[src/rtl/module_keypad_scan.sv]
// ---------------------------------------------------------------------------
// module_keypad_scan
// Drives a 4x4 key matrix one column at a time, samples the rows and debounces
// each press/release.  The confirmed key is presented as a column index plus an
// active-low one-hot row pattern for the downstream keypad decoder.
//
// Ports
//   clk_i        in   1  system clock, rising edge
//   rst_i        in   1  asynchronous active-high reset
//   filas_i      in   4  raw row lines, active-low, asynchronous to clk_i
//   columnas_o   out  4  column drive, active-low one-hot (registered)
//   dato_codc_o  out  2  column index of the last confirmed key
//   posf_o       out  4  row pattern of the last confirmed key, 1111 = none
//   key_valid_o  out  1  one-cycle pulse per newly confirmed key
//   key_held_o   out  1  high while the confirmed key stays pressed
//
// state     | meaning
// ----------+------------------------------------------------------------
// SCAN      | column driven for SCAN_DIV cycles, sampled on the last one
// DEBOUNCE  | candidate row pattern must stay unchanged DEBOUNCE_CYC cycles
// HOLD      | key confirmed, column frozen, waiting for all rows high
// RELEASE   | rows all high, must stay so DEBOUNCE_CYC cycles to finish
// ---------------------------------------------------------------------------
module module_keypad_scan #(
    parameter int SCAN_DIV     = 27000,
    parameter int DEBOUNCE_CYC = 270000
) (
    input  logic       clk_i,
    input  logic       rst_i,
    input  logic [3:0] filas_i,
    output logic [3:0] columnas_o,
    output logic [1:0] dato_codc_o,
    output logic [3:0] posf_o,
    output logic       key_valid_o,
    output logic       key_held_o
);

    localparam int CNT_MAX = (SCAN_DIV > DEBOUNCE_CYC) ? SCAN_DIV : DEBOUNCE_CYC;
    localparam int CNT_W   = $clog2(CNT_MAX + 1);

    localparam logic [CNT_W-1:0] TICK_LAST = CNT_W'(SCAN_DIV - 1);
    localparam logic [CNT_W-1:0] DEB_LAST  = CNT_W'(DEBOUNCE_CYC - 1);
    localparam logic [CNT_W-1:0] CNT_SAT   = CNT_W'(CNT_MAX);

    typedef enum logic [1:0] {
        ST_SCAN     = 2'd0,
        ST_DEBOUNCE = 2'd1,
        ST_HOLD     = 2'd2,
        ST_RELEASE  = 2'd3
    } state_t;

    state_t           r_state;
    state_t           w_next;

    logic [3:0]       r_sync1;
    logic [3:0]       r_rows_s;
    logic [CNT_W-1:0] r_cnt;
    logic [1:0]       r_col;
    logic [3:0]       r_columnas;
    logic [3:0]       r_cand;
    logic [1:0]       r_dato;
    logic [3:0]       r_posf;
    logic             r_key_valid;

    logic             w_row_valid;
    logic             w_rows_idle;
    logic             w_tick_done;
    logic             w_stable_done;
    logic             w_col_adv;
    logic             w_cnt_clr;
    logic             w_capture;
    logic             w_confirm;
    logic             w_key_held;
    logic [1:0]       w_col_nxt;

    // A single pressed key pulls exactly one row low; anything else that is
    // not all-high means several keys share the column and is rejected.
    assign w_row_valid   = (r_rows_s == 4'b1110) || (r_rows_s == 4'b1101) ||
                           (r_rows_s == 4'b1011) || (r_rows_s == 4'b0111);
    assign w_rows_idle   = (r_rows_s == 4'b1111);
    assign w_tick_done   = (r_cnt == TICK_LAST);
    assign w_stable_done = (r_cnt == DEB_LAST);
    assign w_col_nxt     = w_col_adv ? (r_col + 2'd1) : r_col;

    // ---------------- state register ----------------
    always_ff @(posedge clk_i or posedge rst_i) begin
        if (rst_i) begin
            r_state <= ST_SCAN;
        end else begin
            r_state <= w_next;
        end
    end

    // ---------------- next-state logic ----------------
    always_comb begin
        w_next = r_state;
        case (r_state)
            ST_SCAN: begin
                if (w_tick_done && w_row_valid) w_next = ST_DEBOUNCE;
            end
            ST_DEBOUNCE: begin
                if (r_rows_s != r_cand)  w_next = ST_SCAN;
                else if (w_stable_done)  w_next = ST_HOLD;
            end
            ST_HOLD: begin
                if (w_rows_idle) w_next = ST_RELEASE;
            end
            ST_RELEASE: begin
                if (!w_rows_idle)       w_next = ST_HOLD;
                else if (w_stable_done) w_next = ST_SCAN;
            end
            default: w_next = ST_SCAN;
        endcase
    end

    // ---------------- output / control logic ----------------
    always_comb begin
        w_col_adv  = 1'b0;
        w_cnt_clr  = 1'b0;
        w_capture  = 1'b0;
        w_confirm  = 1'b0;
        w_key_held = 1'b0;
        case (r_state)
            ST_SCAN: begin
                if (w_tick_done) begin
                    w_cnt_clr = 1'b1;
                    if (w_row_valid) w_capture = 1'b1;
                    else             w_col_adv = 1'b1;
                end
            end
            ST_DEBOUNCE: begin
                if (r_rows_s != r_cand) begin
                    w_col_adv = 1'b1;
                    w_cnt_clr = 1'b1;
                end else if (w_stable_done) begin
                    w_confirm = 1'b1;
                    w_cnt_clr = 1'b1;
                end
            end
            ST_HOLD: begin
                // Counter kept at zero so RELEASE always starts a fresh count.
                w_key_held = 1'b1;
                w_cnt_clr  = 1'b1;
            end
            ST_RELEASE: begin
                w_key_held = 1'b1;
                if (!w_rows_idle) begin
                    w_cnt_clr = 1'b1;
                end else if (w_stable_done) begin
                    w_col_adv = 1'b1;
                    w_cnt_clr = 1'b1;
                end
            end
            default: begin
                w_cnt_clr = 1'b1;
            end
        endcase
    end

    // ---------------- datapath ----------------
    always_ff @(posedge clk_i or posedge rst_i) begin
        if (rst_i) begin
            r_sync1     <= 4'b1111;
            r_rows_s    <= 4'b1111;
            r_cnt       <= '0;
            r_col       <= 2'd0;
            r_columnas  <= 4'b1110;
            r_cand      <= 4'b1111;
            r_dato      <= 2'd0;
            r_posf      <= 4'b1111;
            r_key_valid <= 1'b0;
        end else begin
            r_sync1  <= filas_i;
            r_rows_s <= r_sync1;

            // Saturating counter: never wraps even if a state lingers.
            if (w_cnt_clr)             r_cnt <= '0;
            else if (r_cnt != CNT_SAT) r_cnt <= r_cnt + CNT_W'(1);

            r_col      <= w_col_nxt;
            r_columnas <= ~(4'b0001 << w_col_nxt);

            if (w_capture) r_cand <= r_rows_s;

            if (w_confirm) begin
                r_dato <= r_col;
                r_posf <= r_cand;
            end
            r_key_valid <= w_confirm;
        end
    end

    assign columnas_o  = r_columnas;
    assign dato_codc_o = r_dato;
    assign posf_o      = r_posf;
    assign key_valid_o = r_key_valid;
    assign key_held_o  = w_key_held;

endmodule

[config.mk]
export PLATFORM = sky130hd
export DESIGN_NAME = module_keypad_scan
export DESIGN_NICKNAME = d
export VERILOG_FILES = /design/src/rtl/module_keypad_scan.sv
export SDC_FILE = /design/constraint.sdc
export NUM_CORES = 1
export LEC_CHECK = 0
export BUFFER_PORTS_ARGS = -buffer_cell sky130_fd_sc_hd__buf_2
export CAP_MARGIN = 25
export CORE_MARGIN = 2
export CORE_UTILIZATION = 24
export CTS_BUF_LIST = sky130_fd_sc_hd__clkbuf_2 sky130_fd_sc_hd__clkbuf_4 sky130_fd_sc_hd__clkbuf_8
export CTS_CLUSTER_DIAMETER = 150
export DETAILED_ROUTE_END_ITERATION = 8
export GPL_ROUTABILITY_DRIVEN = 0
export GPL_TIMING_DRIVEN = 0
export MAX_ROUTING_LAYER = met4
export PLACE_DENSITY_LB_ADDON = 0.1
export SLEW_MARGIN = 10
export SYNTH_ARGS = -nofsm -noshare
export SYNTH_HDL_FRONTEND = slang
export SYNTH_SLANG_ARGS = --single-unit
[constraint.sdc]
create_clock -name clk_i -period 3.35 [get_ports clk_i]
set_clock_uncertainty 0.2 [all_clocks]
set_input_delay 0 -clock clk_i [delete_from_list [all_inputs] [get_ports clk_i]]
set_output_delay 0 -clock clk_i [all_outputs]
set_load 0.02 [all_outputs]
# After elaboration in Yosys (flattened, before gate mapping)
# Index checks and enable logic that the tools add are counted.
[classes]
n_div = 0
mux = 26
magnitude_cmp = 0
n_addsub = 2
eq_ne = 16
shift = 1
n_reduce_logical = 8
n_mul = 0
bitwise = 1
[op_table]
columns = ["operator", "count"]
rows = [
  ["2-to-1 mux 19 bit", 2],
  ["adder 19 x 1 -> 19 bit, second input constant", 1],
  ["== test 19 x 15 -> 1 bit, second input constant", 1],
  ["== test 19 bit, second input constant", 1],
  ["inequality test 19 bit, second input constant", 1],
  ["== test 4 bit, second input constant", 4],
  ["2-to-1 mux 1 bit", 14],
  ["2-to-1 mux 2 bit", 7],
  ["one-hot mux 2 bit (4 select lines)", 1],
  ["inequality test 3 bit, second input constant", 2],
  ["== test 2 bit, second input constant", 2],
  ["== test 4 x 3 -> 1 bit, second input constant", 1],
  ["inequality test 2 bit, second input constant", 2],
  ["inequality test 4 bit", 1],
  ["NOT 4 bit", 1],
  ["one-hot mux 1 bit (4 select lines)", 1],
  ["AND reduction 4 bit", 1],
  ["left shift 1 x 2 -> 4 bit, first input constant", 1],
  ["logical OR 1 bit", 3],
  ["one-hot mux 1 bit (3 select lines)", 1],
  ["adder 2 x 1 -> 2 bit, second input constant", 1],
  ["== test 2 x 1 -> 1 bit, second input constant", 1],
  ["zero test 2 bit", 1],
  ["nonzero test 2 bit", 1],
  ["other kinds (2)", 2],
]
[totals]
output_inout_bits = 12
latchBits = 0
rom_bits = 0
mem_bits_rw = 0
mem_count = 0
elab_cells = 64
input_bits = 6
regBits = 46

# Longest topological paths before layout
[depth]
word_depth = 10
ltp_mapped = 8
mapped_depth_nobuf = 7

# Worst setup path after synthesis
# Ideal clock, no wire load.
[synth_timing]
kind = "register to register"
start = "reg r_cnt[15]"
end = "reg r_columnas[0], in the netlist columnas_o[0]"
n_path_buf = 0
setup_ns = 0.134
slack_ns = 0.831
stages_incl_launch_ff = 7
arrival_time_ns = 2.186
synth_period_minus_slack_ns = 2.519
required_ns = 3.016
cell_sequence = "dfrtp_1 > or3_1 > or3_1 > or4_4 > o311ai_4 > and2_4 > mux2i_1"
[synth_between]
elab_chain_len = 7
word_cells_on_any_way = 9
cone_classes = "2 x eq/ne; 1 x shift; 5 x mux; 1 x bitwise"
[synth_rtl]
columns = ["element", "line", "rtl"]
rows = [
  ["start, declared", "57", "logic [CNT_W-1:0] r_cnt;"],
  ["start signal, assigned", "178", "else if (r_cnt != CNT_SAT) r_cnt <= r_cnt + CNT_W'(1);"],
  ["== test 19 bit", "82", "assign w_stable_done = (r_cnt == DEB_LAST);"],
  ["2-to-1 mux 1 bit", "149", "end else if (w_stable_done) begin"],
  ["2-to-1 mux 1 bit", "147", "if (!w_rows_idle) begin"],
  ["one-hot mux 1 bit (3 select lines) *", "123", "case (r_state)"],
  ["2-to-1 mux 2 bit *", "83", "assign w_col_nxt = w_col_adv ? (r_col + 2'd1) : r_col;"],
  ["left shift 1 x 2 -> 4 bit *", "181", "r_columnas <= ~(4'b0001 << w_col_nxt);"],
  ["NOT 4 bit *", "181", ""],
  ["end signal, assigned", "181", ""],
  ["end, declared", "59", "logic [3:0] r_columnas;"],
]
# Every way passes the cells marked *; elsewhere a longest branch is shown, timed or not.
# A chain may end at the register's enable or synchronous reset.

# Worst setup path in the final report
[layout_timing]
start = "reg r_cnt[15]"
end = "reg r_cnt[5]"
[layout_between]
elab_chain_len = 5
word_cells_on_any_way = 10
cone_classes = "3 x eq/ne; 6 x mux; 1 x reduce/logical"
[layout_rtl]
columns = ["element", "line"]
rows = [
  ["== test 19 bit", "82"],
  ["2-to-1 mux 1 bit", "135, 149"],
  ["2-to-1 mux 1 bit, on equally long branches", "147, 132"],
  ["one-hot mux 1 bit (4 select lines)", "123"],
  ["2-to-1 mux 19 bit / nonzero test 2 bit (equally long branches)", "n/a"],
]
# Parallel ways exist; a longest one is shown, timed or not.

==> impl_metrics.env <==
export IMPL_start_util_pct=24.6
export IMPL_tightest_slew_ns=0.728
export IMPL_final_cell_mix="nor2_1 (31), dfrtp_1 (27), dfstp_2 (19), buf_2 (18), xnor2_1 (15)"
export IMPL_ant_nets=0
export IMPL_cp_start_kind="flip-flop"
export IMPL_synth_top_area_cell="dfrtp_1"
export IMPL_synth_top_area_share_pct=31.4
export IMPL_arrival_ns=2.84
export IMPL_async_reset_ff_share_pct=100
export IMPL_clock_fmax_mhz=349
export IMPL_viasPerCell=4.36
export IMPL_powerDensity_nw_per_um2=379
export IMPL_grt_pass1_vias=1428
export IMPL_period_minus_slack_ns=2.87
export IMPL_num_rows=34
export IMPL_gr_total_overflow=0
export IMPL_first_iter_violations=40
export IMPL_grt_antenna_before_repair=0
export IMPL_htreeDepth=2
export IMPL_fp_dieW_um=98.6
export IMPL_ir_worst_vdd_uv=151
export IMPL_maxCapViolCount=0
export IMPL_synth_net_count=197
export IMPL_diodes=0
export IMPL_fin_util_pct=29.1
export IMPL_cts_buffer_depth=2
export IMPL_worst_path_dominant_cell_family="simple AND/OR/NAND/NOR gates"
export IMPL_hold_violations=0
export IMPL_postRouteWirelength_um=4130
export IMPL_cts_resized=0
export IMPL_setup_viol=0
export IMPL_io_pins=18
export IMPL_max_slew_margin_rel_pct=51.0
export IMPL_setup_tns_ns=0
export IMPL_synth_flop_cell="dfrtp_1"
export IMPL_coreArea_um2=8720
export IMPL_die_area_um2=9730
export IMPL_vias=1430
export IMPL_path_class="flip-flop to flip-flop"
export IMPL_crit_buf_inv=1
export IMPL_die_y_um=98.6
export IMPL_nFillCells=906
export IMPL_slowest_stage="or4_4"
export IMPL_clkTransAtPathRegs_ns=0.09
export IMPL_yosysWarningCount=0
export IMPL_grt_max_degree=30
export IMPL_insertion_delay_ns=0.29
export IMPL_drive_above_1_share_pct=30.0
export IMPL_final_max_slew_viol_count=0
export IMPL_end_kind="flip-flop"
export IMPL_power_leakage_nw=1.12
export IMPL_cts_tree="built"
export IMPL_drt_pass1_iter_count=4
export IMPL_worstRegToRegCells=6
export IMPL_cp_max_fo=10
export IMPL_crit_required_ns=3.32
export IMPL_drc=0
export IMPL_cp_cell_sequence="or3_1 > or3_1 > or4_4 > a21oi_2 > buf_2 > nor2_1"
export IMPL_max_stage_delay_ns=0.48
export IMPL_grt_first_pass_wirelength_um=7230
export IMPL_port_buffers=17
export IMPL_hold_class="primary input to asynchronous set/reset pin"
export IMPL_numCtsBuffers=5
export IMPL_outcome="finished, final reports clean"
export IMPL_yosysSeqAreaShare_pct=54.7
export IMPL_layout_commonest_cell="nor2_1"
export IMPL_nets=227
export IMPL_synth_edff_count=0
export IMPL_cts_root_buffer="clkbuf_8"
export IMPL_fin_crit_sh_pct=85.6
export IMPL_routedWlPerCell_um=12.6
export IMPL_grt_setup_unrepaired="false"
export IMPL_syn_inst=189
export IMPL_syn_area_per_cell_um2=11.4
export IMPL_area_growth_syn_to_layout_pct=17.9
export IMPL_clock_sinks=46
export IMPL_synth_distinct_cells=38
export IMPL_synth_area_leaders="dfrtp_1 (31%), dfstp_2 (23%), xnor2_1 (6.1%)"
export IMPL_crit_top_cell="or3_1"
export IMPL_worst_path_stages=6
export IMPL_groute_usage_overall_pct=9.59
export IMPL_hpwl_um=2950
export IMPL_netlist_area_um2=2150
export IMPL_ys_ff_latch=46
## flip-flops by register name, indices dropped and copies added (netlist names), 4 cells and up
signal      count
r_cnt          19
r_cand          4
r_sync1         4
r_rows_s        4
columnas_o      4
posf_o          4
## cells in the mapped netlist (2+ instances only)
cell type and instances:
xnor2_1 15, mux2_2 10, dfrtp_1 27, nor3_1 2
nor2_1 31, dfstp_2 19, nand4_1 8, xor2_1 8
inv_1 7, mux2i_1 3, and3_1 3, or3_1 2
nand2b_1 2, nor4bb_1 2, nand3_1 8, nand2_1 8
clkbuf_1 2, a21o_1 3, xor2_2 2, ha_1 2
a21oi_1 4, or2_2 2, and4_1 4
## worst register-to-register path, stage by stage, from the launching register on
cell	delay, ns
dfrtp_1	0.41
or3_1	0.42
or3_1	0.39
or4_4	0.48
a21oi_2	0.44
buf_2	0.32
nor2_1	0.08
## cells by family (layout without fill, tap and decap cells)
kind of cell               Yosys count  in the layout  share of synthesized area (%)
and+or+nand+nor                     81             81                           20.3
DFF                                 46             46                           54.7
xor gates and xnor gates            25             25                           10.9
muxes                               13             13                           6.64
AOI/OAI and AO/OA                   11             11                           4.37
buffers and inverters               11             42                           1.98
adders and majority gates            2              2                           1.16
## per-stage QoR
| stage | cells | setup slack, ns | hold slack, ns | cell area, um^2 | power (mW) |
|---|---|---|---|---|---|
| 2_1_floorplan | 189 | 0.831 | -0.196 | 2150 | 0.595 |
| 5_1_grt | 328 | 0.329 | 0.0468 | 2530 | 1.01 |
| 3_3_place_gp | 314 | 0.413 | -0.0928 | 2370 | 0.606 |
| 3_5_place_dp | 315 | 0.460 | -0.183 | 2390 | 0.608 |
| 4_1_cts | 328 | 0.436 | 0.0389 | 2530 | 0.982 |
| 6_report | 328 | 0.484 | 0.0307 | 2530 | 0.960 |
## final timing paths
path	from	end	slack, ns
hold / removal	rst_i	r_col[1]	0.03
hold reg to reg	r_sync1[1]	r_rows_s[1]	0.15
setup reg to reg	r_cnt[15]	r_cnt[5]	0.48
min in group clk_i	filas_i[1]	r_sync1[1]	0.15
setup / recovery	r_cnt[15]	r_cnt[5]	0.48
max in group asynchronous	rst_i	r_sync1[3]	2.35
## what timing repair did
| item | 4_1_cts | 5_1_grt |
|---|---|---|
| buffers inserted | 0 | 0 |
| endpoints found under the hold margin | 43 | 0 |
| hold buffers | 5 | 0 |
## routing by layer
layer	up-vias	GRT usage (%)	share of wire, %	wire (um)
met5	-	-	0	0
met4	0	2.85	1.2	48
met3	5	2.55	3.0	122
met2	17	13.4	44	1830
met1	696	13.6	52	2130
li1	712	-	-	-
## report_power, final
part / switching [mW] / internal (mW) / total (mW)
sequential: 0.00507 / 0.565 / 0.570
combinational: 0.0171 / 0.0142 / 0.0313
clock: 0.184 / 0.175 / 0.359
## final cells by class
type | count | area [um^2] | area share, %
clock buffers | 7 | 90.1 | 3.55
plain buffers | 4 | 16.3 | 0.642
flip-flops and latches | 46 | 1170 | 46.3
clock inverters | 1 | 5.00 | 0.197
multi-input cells | 132 | 932 | 36.8
inverters | 7 | 26.3 | 1.04
repair buffers | 23 | 155 | 6.12
well taps | 108 | 135 | 5.33
Power figures use the tool's default switching activity.
